==> config.mk <==
export PLATFORM = sky130hd
export DESIGN_NAME = spi_reg_bank
export DESIGN_NICKNAME = d
export VERILOG_FILES = /design/src/rtl/spi_slave_pkg.sv /design/src/rtl/spi_sync_fifo.sv /design/src/rtl/spi_reg_bank.sv
export SDC_FILE = /design/constraint.sdc
export NUM_CORES = 1
export LEC_CHECK = 0
export ABC_AREA = 1
export ABC_CLOCK_PERIOD_IN_PS = 8600
export BUFFER_PORTS_ARGS = -buffer_cell sky130_fd_sc_hd__buf_2
export CAP_MARGIN = 20
export CORE_AREA = 3 3 162 133
export CTS_BUF_LIST = sky130_fd_sc_hd__clkbuf_4
export CTS_CLUSTER_DIAMETER = 80
export DETAILED_ROUTE_END_ITERATION = 10
export DIE_AREA = 0 0 165 136
export MAX_ROUTING_LAYER = met4
export PLACE_DENSITY = 0.83
export RECOVER_POWER = 50
export SLEW_MARGIN = 0
export SYNTH_ARGS = -nofsm -noshare
export SYNTH_HDL_FRONTEND = slang
export SYNTH_SLANG_ARGS = --single-unit
==> constraint.sdc <==
create_clock -name i_clk -period 8.6 [get_ports i_clk]
set_input_delay 1.29 -clock i_clk [delete_from_list [all_inputs] [get_ports i_clk]]
set_output_delay 1.29 -clock i_clk [all_outputs]
set_load 0.05 [all_outputs]
==> src/rtl/spi_slave_pkg.sv <==
// Shared constants for the SPI slave register bank: default ID and register map.
package spi_slave_pkg;

    localparam logic [7:0] ID_DEFAULT = 8'hA5;

    localparam logic [7:0] ADDR_ID           = 8'h00;
    localparam logic [7:0] ADDR_CTRL         = 8'h01;
    localparam logic [7:0] ADDR_STATUS       = 8'h02;
    localparam logic [7:0] ADDR_FIFO_LEVEL   = 8'h03;
    localparam logic [7:0] ADDR_FIFO_DATA    = 8'h04;
    localparam logic [7:0] ADDR_IRQ_FLAGS    = 8'h05;
    localparam logic [7:0] ADDR_IRQ_MASK     = 8'h06;
    localparam logic [7:0] ADDR_FIFO_CTRL    = 8'h07;
    localparam logic [3:0] ADDR_SCRATCH_PAGE = 4'h1;

    // Scratch registers occupy 0x10-0x1F.
    function automatic logic is_scratch(input logic [7:0] addr);
        return addr[7:4] == ADDR_SCRATCH_PAGE;
    endfunction

endpackage

==> src/rtl/spi_sync_fifo.sv <==
// Synchronous TX FIFO with push/pop/flush; flush wins over everything else.
module spi_sync_fifo #(
    parameter int unsigned DEPTH = 16,
    parameter int unsigned WIDTH = 8
) (
    input  logic                       i_clk,
    input  logic                       i_reset,
    input  logic                       i_push,
    input  logic [WIDTH-1:0]           i_push_data,
    input  logic                       i_pop,
    input  logic                       i_flush,
    output logic [WIDTH-1:0]           o_head,
    output logic [$clog2(DEPTH+1)-1:0] o_count,
    output logic                       o_full,
    output logic                       o_empty
);

    localparam int unsigned AW = $clog2(DEPTH);
    localparam int unsigned CW = $clog2(DEPTH + 1);

    logic [WIDTH-1:0] mem_q [DEPTH];
    logic [AW-1:0]    wr_ptr_q, wr_ptr_d;
    logic [AW-1:0]    rd_ptr_q, rd_ptr_d;
    logic [CW-1:0]    count_q, count_d;
    logic             push_ok, pop_ok;

    assign o_full  = (count_q == CW'(DEPTH));
    assign o_empty = (count_q == '0);
    assign o_count = count_q;
    assign o_head  = mem_q[rd_ptr_q];

    // Accept logic and pointer/count next state; pointers wrap naturally (DEPTH is a power of two).
    always_comb begin
        pop_ok   = i_pop && !o_empty && !i_flush;
        push_ok  = i_push && (!o_full || pop_ok) && !i_flush;
        wr_ptr_d = wr_ptr_q;
        rd_ptr_d = rd_ptr_q;
        count_d  = count_q;
        if (i_flush) begin
            wr_ptr_d = '0;
            rd_ptr_d = '0;
            count_d  = '0;
        end else begin
            if (push_ok) wr_ptr_d = wr_ptr_q + AW'(1);
            if (pop_ok)  rd_ptr_d = rd_ptr_q + AW'(1);
            if (push_ok && !pop_ok) count_d = count_q + CW'(1);
            else if (!push_ok && pop_ok) count_d = count_q - CW'(1);
        end
    end

    // Pointer and count registers.
    always_ff @(posedge i_clk or posedge i_reset) begin
        if (i_reset) begin
            wr_ptr_q <= '0;
            rd_ptr_q <= '0;
            count_q  <= '0;
        end else begin
            wr_ptr_q <= wr_ptr_d;
            rd_ptr_q <= rd_ptr_d;
            count_q  <= count_d;
        end
    end

    // Storage array; contents need no reset since count gates visibility.
    always_ff @(posedge i_clk) begin
        if (push_ok) mem_q[wr_ptr_q] <= i_push_data;
    end

endmodule

==> src/rtl/spi_reg_bank.sv <==
// SPI-facing register bank: address decode, control/mask/scratch registers, IRQ flags, TX FIFO.
module spi_reg_bank
    import spi_slave_pkg::*;
#(
    parameter int unsigned FIFO_DEPTH = 16,
    parameter logic [7:0]  ID_VALUE   = ID_DEFAULT
) (
    input  logic       i_clk,
    input  logic       i_reset,
    input  logic [7:0] i_bus_addr,
    input  logic [7:0] i_bus_data,
    input  logic       i_bus_wr,
    output logic [7:0] o_bus_data,
    output logic [7:0] o_ctrl,
    input  logic [7:0] i_status,
    input  logic [3:0] i_event,
    output logic [7:0] o_fifo_data,
    output logic       o_fifo_valid,
    input  logic       i_fifo_ready,
    output logic       o_irq
);

    localparam int unsigned CW = $clog2(FIFO_DEPTH + 1);

    logic [7:0]    ctrl_q, ctrl_d;
    logic [7:0]    mask_q, mask_d;
    logic [4:0]    flags_q, flags_d;
    logic          overflow_q, overflow_d;
    logic [7:0]    bus_data_q, bus_data_d;
    logic          irq_q, irq_d;
    logic [7:0]    scratch_q [16];
    logic [7:0]    scratch_d [16];

    logic          wr_fifo_data, fifo_flush, fifo_pop, ovf_evt;
    logic          fifo_full, fifo_empty;
    logic [CW-1:0] fifo_count;

    assign o_bus_data   = bus_data_q;
    assign o_ctrl       = ctrl_q;
    assign o_irq        = irq_q;
    assign o_fifo_valid = !fifo_empty;

    spi_sync_fifo #(
        .DEPTH (FIFO_DEPTH),
        .WIDTH (8)
    ) u_fifo (
        .i_clk       (i_clk),
        .i_reset     (i_reset),
        .i_push      (wr_fifo_data),
        .i_push_data (i_bus_data),
        .i_pop       (fifo_pop),
        .i_flush     (fifo_flush),
        .o_head      (o_fifo_data),
        .o_count     (fifo_count),
        .o_full      (fifo_full),
        .o_empty     (fifo_empty)
    );

    // Write decode, flag set/clear (set wins), overflow tracking and registered read mux.
    always_comb begin
        wr_fifo_data = i_bus_wr && (i_bus_addr == ADDR_FIFO_DATA);
        fifo_flush   = i_bus_wr && (i_bus_addr == ADDR_FIFO_CTRL) && i_bus_data[0];
        fifo_pop     = o_fifo_valid && i_fifo_ready;
        ovf_evt      = wr_fifo_data && fifo_full && !fifo_pop;

        ctrl_d    = ctrl_q;
        mask_d    = mask_q;
        scratch_d = scratch_q;
        flags_d   = flags_q;

        if (i_bus_wr) begin
            if (i_bus_addr == ADDR_CTRL)      ctrl_d  = i_bus_data;
            if (i_bus_addr == ADDR_IRQ_MASK)  mask_d  = i_bus_data;
            if (i_bus_addr == ADDR_IRQ_FLAGS) flags_d = flags_q & ~i_bus_data[4:0];
            if (is_scratch(i_bus_addr))       scratch_d[i_bus_addr[3:0]] = i_bus_data;
        end
        flags_d = flags_d | {ovf_evt, i_event};

        overflow_d = fifo_flush ? 1'b0 : (overflow_q | ovf_evt);
        irq_d      = |(flags_q & mask_q[4:0]);

        case (i_bus_addr)
            ADDR_ID:         bus_data_d = ID_VALUE;
            ADDR_CTRL:       bus_data_d = ctrl_q;
            ADDR_STATUS:     bus_data_d = i_status;
            ADDR_FIFO_LEVEL: bus_data_d = {overflow_q, 7'(fifo_count)};
            ADDR_IRQ_FLAGS:  bus_data_d = {3'b000, flags_q};
            ADDR_IRQ_MASK:   bus_data_d = mask_q;
            default:         bus_data_d = is_scratch(i_bus_addr) ? scratch_q[i_bus_addr[3:0]] : 8'h00;
        endcase
    end

    // State registers, all cleared asynchronously.
    always_ff @(posedge i_clk or posedge i_reset) begin
        if (i_reset) begin
            ctrl_q     <= '0;
            mask_q     <= '0;
            flags_q    <= '0;
            overflow_q <= 1'b0;
            bus_data_q <= '0;
            irq_q      <= 1'b0;
            for (int unsigned i = 0; i < 16; i++) scratch_q[i] <= '0;
        end else begin
            ctrl_q     <= ctrl_d;
            mask_q     <= mask_d;
            flags_q    <= flags_d;
            overflow_q <= overflow_d;
            bus_data_q <= bus_data_d;
            irq_q      <= irq_d;
            scratch_q  <= scratch_d;
        end
    end

endmodule

==> out/qor.txt <==
EDFF count, synth: 128
DR pass1 iterations: 6
Peak VDD IR: 182 µV
routability cong.: 0.934
CP Class: in -> async
clock skew: 0.0474 ns
initial core utilization: 65.2%
synth-to-layout area growth: 10.1%
Final nets: 1453
CTS Buf Count: 72
share of cells above drive strength 1: 12.4%
routing usage on met1: 43.7%
internal power: 2.43 mW
CP max FO: 106
Reg power frac: 44.0%
Final Slew Violations: 141
Port-buffer cells: 57
Clk pwr share: 31.4%
worst skew pair latency: 0.69 ns
CTS Hold Bufs: 0
largest net degree at the start of global routing: 107
Setup violations, final: 0
crit-path cells: buf_2 -> clkinvlp_2 -> buf_4
row count: 46
number of global-route vias before repair: 9756
Leakage: 6.27 nW
CTS sink count: 300
CP arrival: 4.94 ns
initial antenna violation count: 1
grt ovf: 0
Netlist Area Pre-Place: 13000 µm²
Final Hold Vio Count: 0
CTS max path bufs: 3
1st-iter DRT viols: 1397
Critical Path Start Type: input pin
sw power: 1.30 mW
Vias: 10.4k
first-pass GRT wire length: 50900 µm
Comb power frac: 24.6%
grt peak-use layer: met1
Avg Cell Area, Syn: 9.68 µm²
syn nets: 1379
DIE WIDTH: 165 µm
status: complete, but fails checks
CP max-delay cell: clkinvlp_2
worst slew pin tran: 4.53 ns
Die ar.: 22400 µm²
Fin Setup TNS: 0 ns
library cells used by synthesis: 33
CORE AREA: 19900 µm²
RSZ-0062 raised after global routing: false
Hold Crit Class: reg -> reg
Crit path max-delay family: buffers and inverters
final period utilization: 50.0%
vias per cell: 6.01
Peak Freq: 233 MHz
max_cap viols: 3
Crit. End Element: async pin
Net Sw Frac: 34.8%
asr flop ratio synth: 57.3%
Critical Path Max Stage Delay: 2.51 ns
failing checks: capacitance limit, slew limit
max_slew headroom: -204%
flops & latches, synth: 300
Required @ worst endpoint: 9.24 ns
CTS root buf: clkbuf_4
DRT antenna net count: 0
Synth Instances: 1338
Clock Pin Slew Worst Setup and Hold Paths: 0.07 ns
CTS tree: yes
total track usage: 30.3%
DRC: 0
DP HPWL: 20100 µm
io pins: 58
H-tree depth: 3
Routed WL: 32400 µm
ys flop type: dfrtp_1
met2 Use GR: 40.5%
sequential area share after synthesis: 62.9%
WL per Instance: 18.8 µm
Tmin final: 4.30 ns
hold slack final: 0.480 ns
Pwr Total: 3.74 mW
Die Ht: 136 µm
Filler cells: 1389
worst path buffer plus inverter count: 3
yosys warns: 0
post_cts resized: 0
Power Dens Cells: 262 nW/µm²
Post-CTS Setup Repair Bufs: 0
met3 usage: 10.2%
-- area by class of cell --
type	count	area, µm²	area share (%)
flip-flops and latches	300	8150	57.1
multi-input cells	914	4260	29.9
clock buffers	105	788	5.53
repair buffers	66	388	2.72
well taps	264	330	2.32
inverters	58	219	1.54
clock inverters	19	128	0.895
diodes	1	2.50	0.0175
-- kinds of logic (layout without fill, tap and decap cells) --
family,after synthesis,in the layout,synth area share (%)
AO/OA/AOI/OAI,328,328,14.1
XOR/XNOR,4,4,0.270
adder cells (fa/ha/maj),9,9,0.927
buffers and inverters,124,248,3.76
flip-flops,300,300,62.9
other,0,1,0
AND/OR/NAND/NOR,573,573,18.0
-- power by group through the flow --
| stage | registers (mW) | logic [mW] | clock network (mW) |
|---|---|---|---|
| 2_1_floorplan | 1.64 | 0.662 | 0 |
| 6_report | 1.64 | 0.919 | 1.17 |
| 3_3_place_gp | 1.69 | 0.829 | 0 |
| 4_1_cts | 1.67 | 0.858 | 1.18 |
| 3_5_place_dp | 1.70 | 0.853 | 0 |
| 5_1_grt | 1.65 | 1.01 | 1.27 |
-- sequential cells by signal, summed over array words and instances (netlist names) --
| name | cells |
|---|---|
| scratch_q | 128 |
| u_fifo.mem_q | 128 |
| mask_q | 8 |
| o_bus_data | 8 |
| o_ctrl | 8 |
| flags_q | 5 |
| u_fifo.o_count | 5 |
| u_fifo.rd_ptr_q | 4 |
| u_fifo.wr_ptr_q | 4 |
| o_irq | 1 |
| overflow_q | 1 |
-- Yosys cell counts, types with 20 or more instances --
| library cell | number | share of area [%] |
|---|---|---|
| o211ai_1 | 32 | 1.9 |
| a21oi_1 | 51 | 2.0 |
| nor2_1 | 180 | 5.2 |
| nand2_1 | 323 | 9.4 |
| o21ai_0 | 181 | 7.0 |
| clkbuf_1 | 48 | 1.4 |
| inv_1 | 53 | 1.5 |
| edfxtp_1 | 128 | 30 |
| o21ai_1 | 20 | 0.77 |
| dfrtp_1 | 172 | 33 |
| a22oi_1 | 37 | 2.1 |
| nand3_1 | 34 | 1.3 |
-- path summary, 6_finish.rpt --
kind	from	to	slack, ns	depth (start not counted)
min in group asynchronous	i_reset	scratch_q[105]	1.98	2
worst max-delay path	i_reset	u_fifo.rd_ptr_q[1]	4.30	3
worst max register to register	u_fifo.o_count[0]	u_fifo.mem_q[9][6]	5.85	10
max in group i_clk	i_bus_addr[6]	scratch_q[119]	4.41	7
worst min-delay path	mask_q[5]	o_bus_data[5]	0.48	2
worst min register to register	mask_q[5]	o_bus_data[5]	0.48	2
-- cells in the final DEF, fill, tap and decap left out, types with 4 or more instances in the layout --
master	synthesis	final
o21bai_1	4	4
ha_1	8	8
nand4_1	13	13
edfxtp_1	128	128
o21ai_1	20	9
clkbuf_1	48	8
buf_4	0	6
dfrtp_1	172	171
nand3_1	34	34
nor2_1	180	181
nor2_2	6	5
a21oi_1	51	51
nand2_1	323	327
buf_2	17	49
a22oi_1	37	37
clkinv_1	4	17
o21ai_0	181	192
o211ai_1	32	32
clkbuf_4	0	105
inv_2	1	5
nor3_1	4	8
inv_1	53	51
-- worst reg2reg max path, stage by stage (launching register included) --
cell and delay, ns:
dfrtp_1 0.49, nor2_1 0.10, nand3_1 0.17, nand2_1 0.14, inv_1 0.15, nand2_1 0.10
nand2_1 0.09, nand2_1 0.09, inv_1 0.18, nand2_1 0.24, nor2_1 0.60
-- through the flow --
step,worst slack (ns),cell area [µm²],instances,utilization (%)
after detailed placement,4.60,13400,1600,67.4
after global routing,3.62,14300,1727,71.8
after global placement,4.75,13400,1599,67.3
after floorplan,2.65,13000,1338,-
final,4.30,14300,1727,71.8
after CTS,4.35,14300,1724,72.0
-- per-layer routing --
layer | wire length (µm) | share of wire (%)
met4 | 693 | 2.1
met3 | 4160 | 13
met5 | 0 | 0
met1 | 13500 | 42
met2 | 14000 | 43
(Power assumes the default switching activity.)
